[config.mk]
export PLATFORM = sky130hd
export DESIGN_NAME = ram_word_stream_reader
export DESIGN_NICKNAME = d
export VERILOG_FILES = /design/src/rtl/ram_stream_pkg.sv /design/src/rtl/word_fifo2.sv /design/src/rtl/ram_word_stream_reader.sv
export SDC_FILE = /design/constraint.sdc
export NUM_CORES = 1
export LEC_CHECK = 0
export CORE_ASPECT_RATIO = 0.75
export CORE_MARGIN = 2
export CORE_UTILIZATION = 32
export CTS_BUF_LIST = sky130_fd_sc_hd__clkbuf_4
export CTS_CLUSTER_DIAMETER = 30
export DETAILED_ROUTE_END_ITERATION = 6
export GPL_TIMING_DRIVEN = 0
export PLACE_DENSITY = 0.63
export REMOVE_ABC_BUFFERS = 1
export SLEW_MARGIN = 20
export SYNTH_ARGS = -nofsm -noshare
export SYNTH_HDL_FRONTEND = slang
export SYNTH_SLANG_ARGS = --single-unit
[constraint.sdc]
create_clock -name clk -period 4.2 [get_ports clk]
set_input_delay 1.05 -clock clk [delete_from_list [all_inputs] [get_ports clk]]
set_output_delay 1.05 -clock clk [all_outputs]
set_load 0.05 [all_outputs]
[src/rtl/ram_stream_pkg.sv]
// Shared types and width helpers for the RAM word-stream reader.
package ram_stream_pkg;

  typedef enum logic [1:0] {
    ST_IDLE  = 2'd0,
    ST_FETCH = 2'd1,
    ST_DRAIN = 2'd2,
    ST_DONE  = 2'd3
  } state_t;

  function automatic int calc_ratio(input int addr_w1, input int addr_w2);
    return 1 << (addr_w1 - addr_w2);
  endfunction

  function automatic int calc_data_width2(input int data_w1, input int addr_w1, input int addr_w2);
    return data_w1 * calc_ratio(addr_w1, addr_w2);
  endfunction

endpackage

[src/rtl/word_fifo2.sv]
// Two-entry word FIFO sitting between the RAM read port and the byte unpacker.
module word_fifo2 #(
  parameter int WIDTH = 32
) (
  input  logic             clk,
  input  logic             rst_n,
  input  logic             clear,
  input  logic             push,
  input  logic [WIDTH-1:0] wdata,
  input  logic             pop,
  output logic [WIDTH-1:0] rdata,
  output logic             full,
  output logic             empty
);

  logic [WIDTH-1:0] mem [2];
  logic             wr_ptr;
  logic             rd_ptr;
  logic [1:0]       count;
  logic             do_push;
  logic             do_pop;

  assign full    = (count == 2'd2);
  assign empty   = (count == 2'd0);
  assign do_push = push && !full;
  assign do_pop  = pop && !empty;
  assign rdata   = mem[rd_ptr];

  always_ff @(posedge clk or negedge rst_n) begin
    if (!rst_n) begin
      wr_ptr <= 1'b0;
      rd_ptr <= 1'b0;
      count  <= 2'd0;
    end else if (clear) begin
      wr_ptr <= 1'b0;
      rd_ptr <= 1'b0;
      count  <= 2'd0;
    end else begin
      if (do_push) wr_ptr <= ~wr_ptr;
      if (do_pop)  rd_ptr <= ~rd_ptr;
      count <= count + {1'b0, do_push} - {1'b0, do_pop};
    end
  end

  // Storage is data only; validity is tracked by count.
  always_ff @(posedge clk) begin
    if (do_push) mem[wr_ptr] <= wdata;
  end

endmodule

[src/rtl/ram_word_stream_reader.sv]
// Reads len_words words from the RAM word port and streams them out as bytes, MS byte first.
// Optional RAM_STREAM_CHECKSUM_EN adds a running modulo-2^DATA_WIDTH1 byte checksum output.
module ram_word_stream_reader
  import ram_stream_pkg::*;
#(
  parameter int DATA_WIDTH1    = 8,
  parameter int ADDRESS_WIDTH1 = 32,
  parameter int ADDRESS_WIDTH2 = 30,
  parameter int LEN_WIDTH      = 16,
  localparam int RATIO         = calc_ratio(ADDRESS_WIDTH1, ADDRESS_WIDTH2),
  localparam int DATA_WIDTH2   = calc_data_width2(DATA_WIDTH1, ADDRESS_WIDTH1, ADDRESS_WIDTH2)
) (
  input  logic                      clk,
  input  logic                      rst_n,
  input  logic                      start,
  input  logic [ADDRESS_WIDTH2-1:0] base_addr,
  input  logic [LEN_WIDTH-1:0]      len_words,
  output logic                      busy,
  output logic                      done,
  output logic [ADDRESS_WIDTH2-1:0] ram_addr,
  output logic                      ram_we,
  input  logic [DATA_WIDTH2-1:0]    ram_rdata,
  output logic [DATA_WIDTH1-1:0]    out_data,
  output logic                      out_valid,
  input  logic                      out_ready,
  output logic                      out_last
`ifdef RAM_STREAM_CHECKSUM_EN
  ,
  output logic [DATA_WIDTH1-1:0]    checksum
`endif
);

  localparam int LANE_W = (RATIO > 1) ? $clog2(RATIO) : 1;

  state_t                  state;
  logic [LEN_WIDTH-1:0]    len_q;
  logic [LEN_WIDTH-1:0]    issued;
  logic [LEN_WIDTH-1:0]    popped;
  logic [1:0]              credits;
  logic                    rd_pending_p1;
  logic [LANE_W-1:0]       lane;
  logic [DATA_WIDTH2-1:0]  head;
  logic                    fifo_full;
  logic                    fifo_empty;
  logic                    accept;
  logic                    issue;
  logic                    last_issue;
  logic                    handshake;
  logic                    lane_end;
  logic                    pop;
  logic                    last_word;

  assign accept     = ((state == ST_IDLE) || (state == ST_DONE)) && start;
  assign issue      = (state == ST_FETCH) && (issued != len_q) && (credits < 2'd2);
  assign last_issue = (issued + LEN_WIDTH'(1)) == len_q;
  assign out_valid  = !fifo_empty;
  assign handshake  = out_valid && out_ready;
  assign lane_end   = (lane == LANE_W'(RATIO - 1));
  assign pop        = handshake && lane_end;
  assign last_word  = (popped == (len_q - LEN_WIDTH'(1)));
  assign out_last   = out_valid && last_word && lane_end;
  assign out_data   = out_valid ? head[(RATIO - 1 - int'(lane)) * DATA_WIDTH1 +: DATA_WIDTH1]
                                : '0;
  assign busy       = (state == ST_FETCH) || (state == ST_DRAIN);
  assign done       = (state == ST_DONE);
  assign ram_we     = 1'b0;

  word_fifo2 #(
    .WIDTH (DATA_WIDTH2)
  ) u_fifo (
    .clk   (clk),
    .rst_n (rst_n),
    .clear (accept),
    .push  (rd_pending_p1),
    .wdata (ram_rdata),
    .pop   (pop),
    .rdata (head),
    .full  (fifo_full),
    .empty (fifo_empty)
  );

  // Stage p0 -> p1: read issued this cycle lands in the FIFO next cycle.
  always_ff @(posedge clk or negedge rst_n) begin
    if (!rst_n) begin
      state         <= ST_IDLE;
      ram_addr      <= '0;
      len_q         <= '0;
      issued        <= '0;
      rd_pending_p1 <= 1'b0;
    end else begin
      rd_pending_p1 <= issue;
      case (state)
        ST_IDLE, ST_DONE: begin
          if (start) begin
            ram_addr <= base_addr;
            len_q    <= len_words;
            issued   <= '0;
            state    <= (len_words == '0) ? ST_DONE : ST_FETCH;
          end else begin
            state <= ST_IDLE;
          end
        end
        ST_FETCH: begin
          if (issue) begin
            issued <= issued + LEN_WIDTH'(1);
            // Pointer stays on the final address so ram_addr never runs past the transfer.
            if (last_issue) state <= ST_DRAIN;
            else            ram_addr <= ram_addr + ADDRESS_WIDTH2'(1);
          end
        end
        ST_DRAIN: begin
          if (pop && last_word) state <= ST_DONE;
        end
        default: state <= ST_IDLE;
      endcase
    end
  end

  always_ff @(posedge clk or negedge rst_n) begin
    if (!rst_n) begin
      credits <= 2'd0;
      lane    <= '0;
      popped  <= '0;
    end else if (accept) begin
      credits <= 2'd0;
      lane    <= '0;
      popped  <= '0;
    end else begin
      credits <= credits + {1'b0, issue} - {1'b0, pop};
      if (handshake) lane <= lane_end ? '0 : lane + LANE_W'(1);
      if (pop) popped <= popped + LEN_WIDTH'(1);
    end
  end

`ifdef RAM_STREAM_CHECKSUM_EN
  always_ff @(posedge clk or negedge rst_n) begin
    if (!rst_n)         checksum <= '0;
    else if (accept)    checksum <= '0;
    else if (handshake) checksum <= checksum + out_data;
  end
`endif

  logic unused_full;
  assign unused_full = fifo_full;

endmodule

==> impl_results.md, run 1 <==
* Seq/Total Area, Yosys at 0.4896
* Die W at 191.9 um
* Max VDD drop at 0.0004240 V
* PwrDens at 691.2 nW/um2
* Initial Util at 0.3263
* Wl on met1 at 11080 um
* RSZ-0062 raised after global routing: yes
* Placed Area at 10060 um2
* Worst slew pin tran at 1.131 ns
* Synthesized area at 8474 um2
* First DRT Iteration DRCs at 794
* CTS Buf Count at 17
* Core ar. at 25970 um2
* Critical Path Max Stage Delay at 0.50 ns
* Most used DFF post-synth: dfrtp_1
* Async SR Flop Fraction at 0.5817
* Mapped Cells at 844
* Die Ht at 144.9 um
* Vias in the first global route at 6709
* Share of post-route cells with drive strength above 1 at 0.1047
* Initial antenna violation count at 1
* Placer Congestion at 0.8869
* Fmax at 248.4 MHz
* Leak Pwr at 3.911 nW
* Final setup vio count at 0
* Bufs and invs on worst path at 1
* First-pass GRT wire length at 37330 um
* Total Power at 0.007282 W
* Total die area at 27810 um2
* TritonCTS sink count at 153
* Total global routing overflow at 0
* Critical path cell sequence: nor3_4 -> nand3_2 -> or3_1 -> xnor2_1 -> nor4_2 -> o211ai_1 -> nor4b_1 -> buf_4
* Crit path max fanout at 8
* Fin crit share at 0.9586
* Clock skew at 0.03215 ns
* Metal2 WL at 10370 um
* DRT Pass-1 Iters at 5
* Post-route cell area at 10540 um2
* Final Hold Viols at 0
* Post-route ant nets at 0
* Crit. End Element: output pin
* Hold_buf cts at 0
* Io pins at 125
* Uppermost layer routed: met4
* WL met3 at 1706 um
* Final HPWL DP at 16600 um
* Netlist cell types at 64
* CP Launch Type: flip-flop
* Synth top cells by count: nand2_1 (105), dfrtp_1 (89), nor2_1 (66)
* Worst skew pair latency at 0.58 ns
* Filler Cells Inserted at 2495
* Area leader, netlist: dfrtp_1
* CP max stage cell: dfrtp_2
* DRC Markers at 0
* CTS Buffer Depth at 2
* Syn_area_per_cell at 10.04 um2
* Critical Path RT at 3.15 ns
* # port buffers at 123
* Rows at 51
* Max-Cap Viols at 0
* Crit path DAT at 2.98 ns
* Crit-path leading delay family: simple AND/OR/NAND/NOR gates
* Crit path kind: reg -> out
* HP Class: in -> async
* WL/cell at 17.85 um
* Hold WS at 0.3276 ns
* Root Driver: clkbuf_4
* Drt total wl at 23390 um
* Rel. slew slack at 0.2451
* Synth-to-Final Area Change at 24.32%
* CTS tree: built
* Worst-path clk slew at 0.17 ns
* #FFs+latches synth at 153
* Fin crit period at 4.026 ns
* Vias per cell at 5.401
* Largest net degree at the start of global routing at 61
* All-layer global routing usage at 0.1715
* Nets at 1046
* Run status: finished clean
* Number of synthesized flops with an enable pin at 64
* Final slew viol count at 0
* Yosys warns at 0
* Htree depth at 4
* Count leader, synth: nand2_1
* Share of the synthesized area in the top cell type at 0.2628
* Area contributors post-synth: dfrtp_1 (26%), edfxtp_1 (23%), nand2_1 (4.7%), mux4_2 (4.3%), xnor2_1 (4.2%)
* Routed vias at 7075
* Post-Layout Cell Count at 1310
* Cells after DPL at 1264
layout make-up:
type / count / area [um2] / share of cell area
clock inverters: 15 / 176.4 / 0.01675
repair buffers: 142 / 1450 / 0.1376
flip-flops and latches: 153 / 4164 / 0.3952
inverters: 25 / 93.84 / 0.008907
multi-input cells: 613 / 4090 / 0.3882
well taps: 344 / 430.4 / 0.04086
diodes: 1 / 2.502 / 0.0002375
clock buffers: 17 / 127.6 / 0.01211
logic make-up after synthesis:
logic type,after synthesis,share of synthesized area
mux,29,0.05803
other cells,1,0.0004425
fa+ha+maj,12,0.01772
compound gates,162,0.1256
simple gates,344,0.2035
xor+xnor,65,0.06718
buf+inv,78,0.03795
flops,153,0.4896
where the power goes:
| group | internal (W) | leakage (nW) | switching, W |
|---|---|---|---|
| clock network | 0.000279 | 0.155 | 0.000658 |
| registers | 0.00198 | 1.70 | 0.000510 |
| logic | 0.00144 | 2.06 | 0.00242 |
| total | 0.00370 | 3.91 | 0.00358 |
registers in the layout, indices dropped and copies added (netlist names):
name,count
u_fifo.mem,64
ram_addr,30
issued,16
len_q,16
popped,16
credits,2
lane,2
state,2
u_fifo.count,2
rd_pending_p1,1
u_fifo.rd_ptr,1
u_fifo.wr_ptr,1
worst register-to-register path, stage by stage (launching register included):
cell	delay, ns
dfrtp_1	0.52
ha_1	0.36
nand3_4	0.18
or4_1	0.60
xnor2_1	0.17
nor3_1	0.07
o31a_1	0.31
a21oi_4	0.48
buf_8	0.24
nand2_1	0.22
o211a_1	0.31
a211o_1	0.27
routing by layer:
metal  global-route usage  vias up
met1               0.2559     3484
met2               0.2486      232
met3              0.04233       16
li1                     -     3343
met5                    0        -
met4              0.03923        0
per-stage QoR:
stage	TNS (ns)	util	setup WS (ns)
after global placement	-178.02	0.3815	-1.806
after floorplan	-0.2898	-	-0.2898
after detailed placement	-0.9137	0.3875	-0.1596
final	0	0.4056	0.1739
after global routing	-0.02964	0.4056	-0.02964
after CTS	-0.06996	0.3999	-0.06996
placed cells by master, fill, tap and decap left out, types with 17 or more instances in the layout:
master	count
a21oi_1	27
and3_1	24
clkbuf_4	17
clkdlybuf4s50_1	121
dfrtp_1	79
edfxtp_1	64
inv_1	24
nand2_1	104
nand3_1	32
nand4_1	22
nor2_1	63
nor3_1	26
o21ai_0	32
o22ai_1	20
xnor2_1	40
xor2_1	24
path summary, 6_finish.rpt:
path                                  startpoint                        to  slack [ns]  cells after the start
min reg2reg                 len_q[9]$_DFFE_PN0P_      len_q[9]$_DFFE_PN0P_        0.54                      2
max in group asynchronous                  rst_n  ram_addr[13]$_DFFE_PN0P_        3.25                      2
max reg2reg                issued[0]$_DFFE_PN0P_   ram_addr[5]$_DFFE_PN0P_        0.37                     11
min                                        rst_n  ram_addr[24]$_DFFE_PN0P_        0.33                      1
max                         len_q[2]$_DFFE_PN0P_                  out_last        0.17                      8
min in group clk            len_q[9]$_DFFE_PN0P_      len_q[9]$_DFFE_PN0P_        0.54                      2
repair_timing:
item | 4_1_cts | 5_1_grt
endpoints found under the setup margin | 9 | 3
setup buffers | 0 | 13
pin swaps | 0 | 5
gates resized for setup | 15 | 14
Note: power is estimated with default switching activity, not from simulation.
==> run 2: changes to the inputs <==
--- a/config.mk
+++ b/config.mk
@@ -7,14 +7,14 @@
 export LEC_CHECK = 0
 export CORE_ASPECT_RATIO = 0.75
 export CORE_MARGIN = 2
-export CORE_UTILIZATION = 32
+export CORE_UTILIZATION = 50
 export CTS_BUF_LIST = sky130_fd_sc_hd__clkbuf_4
 export CTS_CLUSTER_DIAMETER = 30
 export DETAILED_ROUTE_END_ITERATION = 6
 export GPL_TIMING_DRIVEN = 0
-export PLACE_DENSITY = 0.63
-export REMOVE_ABC_BUFFERS = 1
+export PLACE_DENSITY = 0.85
 export SLEW_MARGIN = 20
 export SYNTH_ARGS = -nofsm -noshare
 export SYNTH_HDL_FRONTEND = slang
+export SYNTH_HIERARCHICAL = 1
 export SYNTH_SLANG_ARGS = --single-unit
==> impl_results.md, run 2 <==
* Max-Cap Viols at 0 (unchanged)
* R2R depth at 8 (-3)
* Htree depth at 4 (unchanged)
* Total die area at 18330 um2 (-34%)
* Max FFs per register at 64 (unchanged)
* WL/cell at 19.52 um (+9.3%)
* #FFs+latches synth at 153 (unchanged)
* Fin crit share at 0.9676 (+0.009016)
* Max VDD drop at 0.0003573 V (-16%)
* All-layer global routing usage at 0.2666 (+0.09509)
* Routed vias at 7561 (+6.9%)
* First DRT Iteration DRCs at 810 (+2.0%)
* Vias per cell at 6.177 (+14%)
* Top Registers: u_fifo/mem (64), ram_addr (30)
* Root Driver: clkbuf_4
* Post-route ant nets at 0 (unchanged)
* Nets at 1089 (+4.1%)
* Core Util, Final at 0.6285 (+0.2229)
* Fmax at 246.1 MHz (-0.93%)
* Total global routing overflow at 0 (unchanged)
* Hold_buf cts at 0 (unchanged)
* Die W at 155.7 um (-19%)
* Final setup vio count at 0 (unchanged)
* TritonCTS sink count at 153 (unchanged)
* Crit path max fanout at 10 (+2)
* Most frequent cells in the layout: clkdlybuf4s50_1 (113), dfrtp_1 (87), nand2_1 (85)
* Rows at 41 (-20%)
* Initial Util at 0.5111 (+0.1848)
* CTS Buffer Depth at 2 (unchanged)
* Syn_area_per_cell at 10.10 um2 (+0.59%)
* Proportion of power drawn by flip-flops and latches at 0.438 (+0.097)
* PwrDens at 357.9 nW/um2 (-48%)
* Area leader, netlist: dfrtp_1
* Worst slew pin tran at 0.9684 ns (-0.1627 ns)
* Psw at 0.001366 W (-62%)
* Leak Pwr at 4.225 nW (+8.0%)
* Area contributors post-synth: dfrtp_1 (26%), edfxtp_1 (22%), mux2_2 (4.3%), xor2_1 (3.8%), nand2_1 (3.7%)
* Post-Place Setup Slack at -0.3934 ns (-0.2338 ns)
* Post-CTS Setup Bufs at 0 (unchanged)
* Initial antenna violation count at 1 (unchanged)
* Share of post-route cells with drive strength above 1 at 0.1181 (+0.01339)
* Run status: finished clean
* Async SR Flop Fraction at 0.5817 (unchanged)
* Clock power frac at 0.267 (+0.138)
* Placer Congestion at 0.9461 (+6.7%)
* Share of the synthesized area in the top cell type at 0.2582 (-0.004613)
* Worst-path clk slew at 0.17 ns (about the same)
* Final Hold Viols at 0 (unchanged)
* Io pins at 125 (unchanged)
* Clock skew at 0.04785 ns (+0.01570 ns)
* CTS Buf Count at 17 (unchanged)
* Most used DFF post-synth: dfrtp_1
* Yosys warns at 6 (+6)
* Mapped Cells at 854 (+1.2%)
* CTS tree: built
* Seq/Total Area, Yosys at 0.4810 (-0.008593)
* Largest register by flop count: u_fifo/mem
* HP Class: in -> async
* Commonest non-fill, non-tap cell in the layout: clkdlybuf4s50_1
* Vias in the first global route at 7261 (+8.2%)
* Combinational share of power at 0.295 (-0.235)
* Crit path DAT at 3.01 ns (+0.03 ns)
* Switch share at 0.3597 (-0.1323)
* Die Ht at 117.8 um (-19%)
* Synth top cells by count: dfrtp_1 (89), nand2_1 (85), nor2_1 (71)
* Post-Layout Cell Count at 1224 (-6.6%)
* Net Count, Synth at 948
* Crit path kind: reg -> out
* Drt total wl at 23890 um (+2.2%)
* First-pass GRT wire length at 38280 um (+2.6%)
* Final slew viol count at 0 (unchanged)
* Synth-to-Final Area Change at 22.98%
* DRT Pass-1 Iters at 5 (unchanged)
* Cells after DPL at 1193 (-5.6%)
* Rel. slew slack at 0.3544 (+0.1093)
* Crit. End Element: output pin
* CP Launch Type: flip-flop
* Netlist cell types at 74 (+16%)
* Fin crit period at 4.064 ns (+0.03787 ns)
* Number of synthesized flops with an enable pin at 64 (unchanged)
* Count leader, synth: dfrtp_1
* Worst skew pair latency at 0.61 ns (+0.03 ns)
* Worst setup margin at 0.1360 ns (-0.03787 ns)
* P_int at 0.002431 W (-34%)
* Synthesized area at 8626 um2 (+1.8%)
* Largest net degree at the start of global routing at 71 (+16%)
* Core ar. at 16880 um2 (-35%)
* Final HPWL DP at 17060 um (+2.8%)
* Critical Path RT at 3.15 ns (about the same)
* DRC Markers at 0 (unchanged)
* # port buffers at 123 (unchanged)
==> run 2: power groups by stage <==
stage               logic, W  clock network [W]  registers [W]
finish               0.00112            0.00101        0.00166
global route         0.00121            0.00109        0.00167
CTS                  0.00113            0.00102        0.00166
detailed placement   0.00113                  0        0.00170
global placement     0.00110                  0        0.00169
floorplan           0.000771                  0        0.00168
==> run 2: layer usage <==
metal	global-route usage	up-vias	wire length [um]
met2	0.3933	410	10700
met1	0.3867	3658	10380
met5	0	-	0
li1	-	3458	-
met4	0.06365	0	353
met3	0.08137	35	2459
==> run 2: logic make-up after synthesis <==
logic type | synth area share
other | 0.0004347
xor gates and xnor gates | 0.05788
DFF | 0.4810
muxes | 0.07325
adders and majority gates | 0.01741
AOI/OAI and AO/OA | 0.1391
buffers and inverters | 0.03960
and+or+nand+nor | 0.1913
==> run 2: worst paths after layout <==
kind | end | start | slack, ns
min in group clk | u_fifo/wr_ptr$_DFFE_PN0P_ | u_fifo/wr_ptr$_DFFE_PN0P_ | 0.59
worst max-delay path | out_last | len_q[1]$_DFFE_PN0P_ | 0.14
worst min-delay path | popped[0]$_DFFE_PN0P_ | rst_n | 0.27
worst max register to register | ram_addr[22]$_DFFE_PN0P_ | state[0]$_DFFE_PN0P_ | 0.69
max in group asynchronous | ram_addr[5]$_DFFE_PN0P_ | rst_n | 3.26
worst min register to register | u_fifo/wr_ptr$_DFFE_PN0P_ | u_fifo/wr_ptr$_DFFE_PN0P_ | 0.59
==> run 2: area by class of cell <==
| class | count | area [um2] |
|---|---|---|
| fillers | 1362 | 6270 |
| multi-input cells | 619 | 4212 |
| flip-flops and latches | 153 | 4151 |
| repair buffers | 125 | 1286 |
| well taps | 215 | 269.0 |
| plain buffers | 51 | 237.7 |
| clock inverters | 15 | 216.5 |
| clock buffers | 17 | 127.6 |
| inverters | 28 | 105.1 |
| diodes | 1 | 2.502 |
==> run 2: repair_timing <==
action / in CTS / in global routing
setup endpoints to repair: 4 / 9
gates resized for setup: 16 / 18
cloned: 0 / 0
==> run 2: worst max-delay path: stages, from the launching register on <==
cell	delay, ns
dfrtp_2	0.52
inv_1	0.10
ha_1	0.20
nor3b_4	0.27
buf_8	0.17
nand4_1	0.09
o311a_1	0.37
a221oi_2	0.28
and4_1	0.26
buf_6	0.17
==> run 2: stage by stage <==
stage / setup TNS (ns) / total power (W) / hold WS (ns) / area, um2
CTS: 0 / 0.003815 / 0.2572 / 10540
global placement: -121.29 / 0.002794 / 0.5397 / 10130
floorplan: 0 / 0.002452 / 0.5061 / 8626
global route: -0.03096 / 0.003970 / 0.2518 / 10610
detailed placement: -0.3934 / 0.002821 / 0.5682 / 10160
finish: 0 / 0.003796 / 0.2669 / 10610
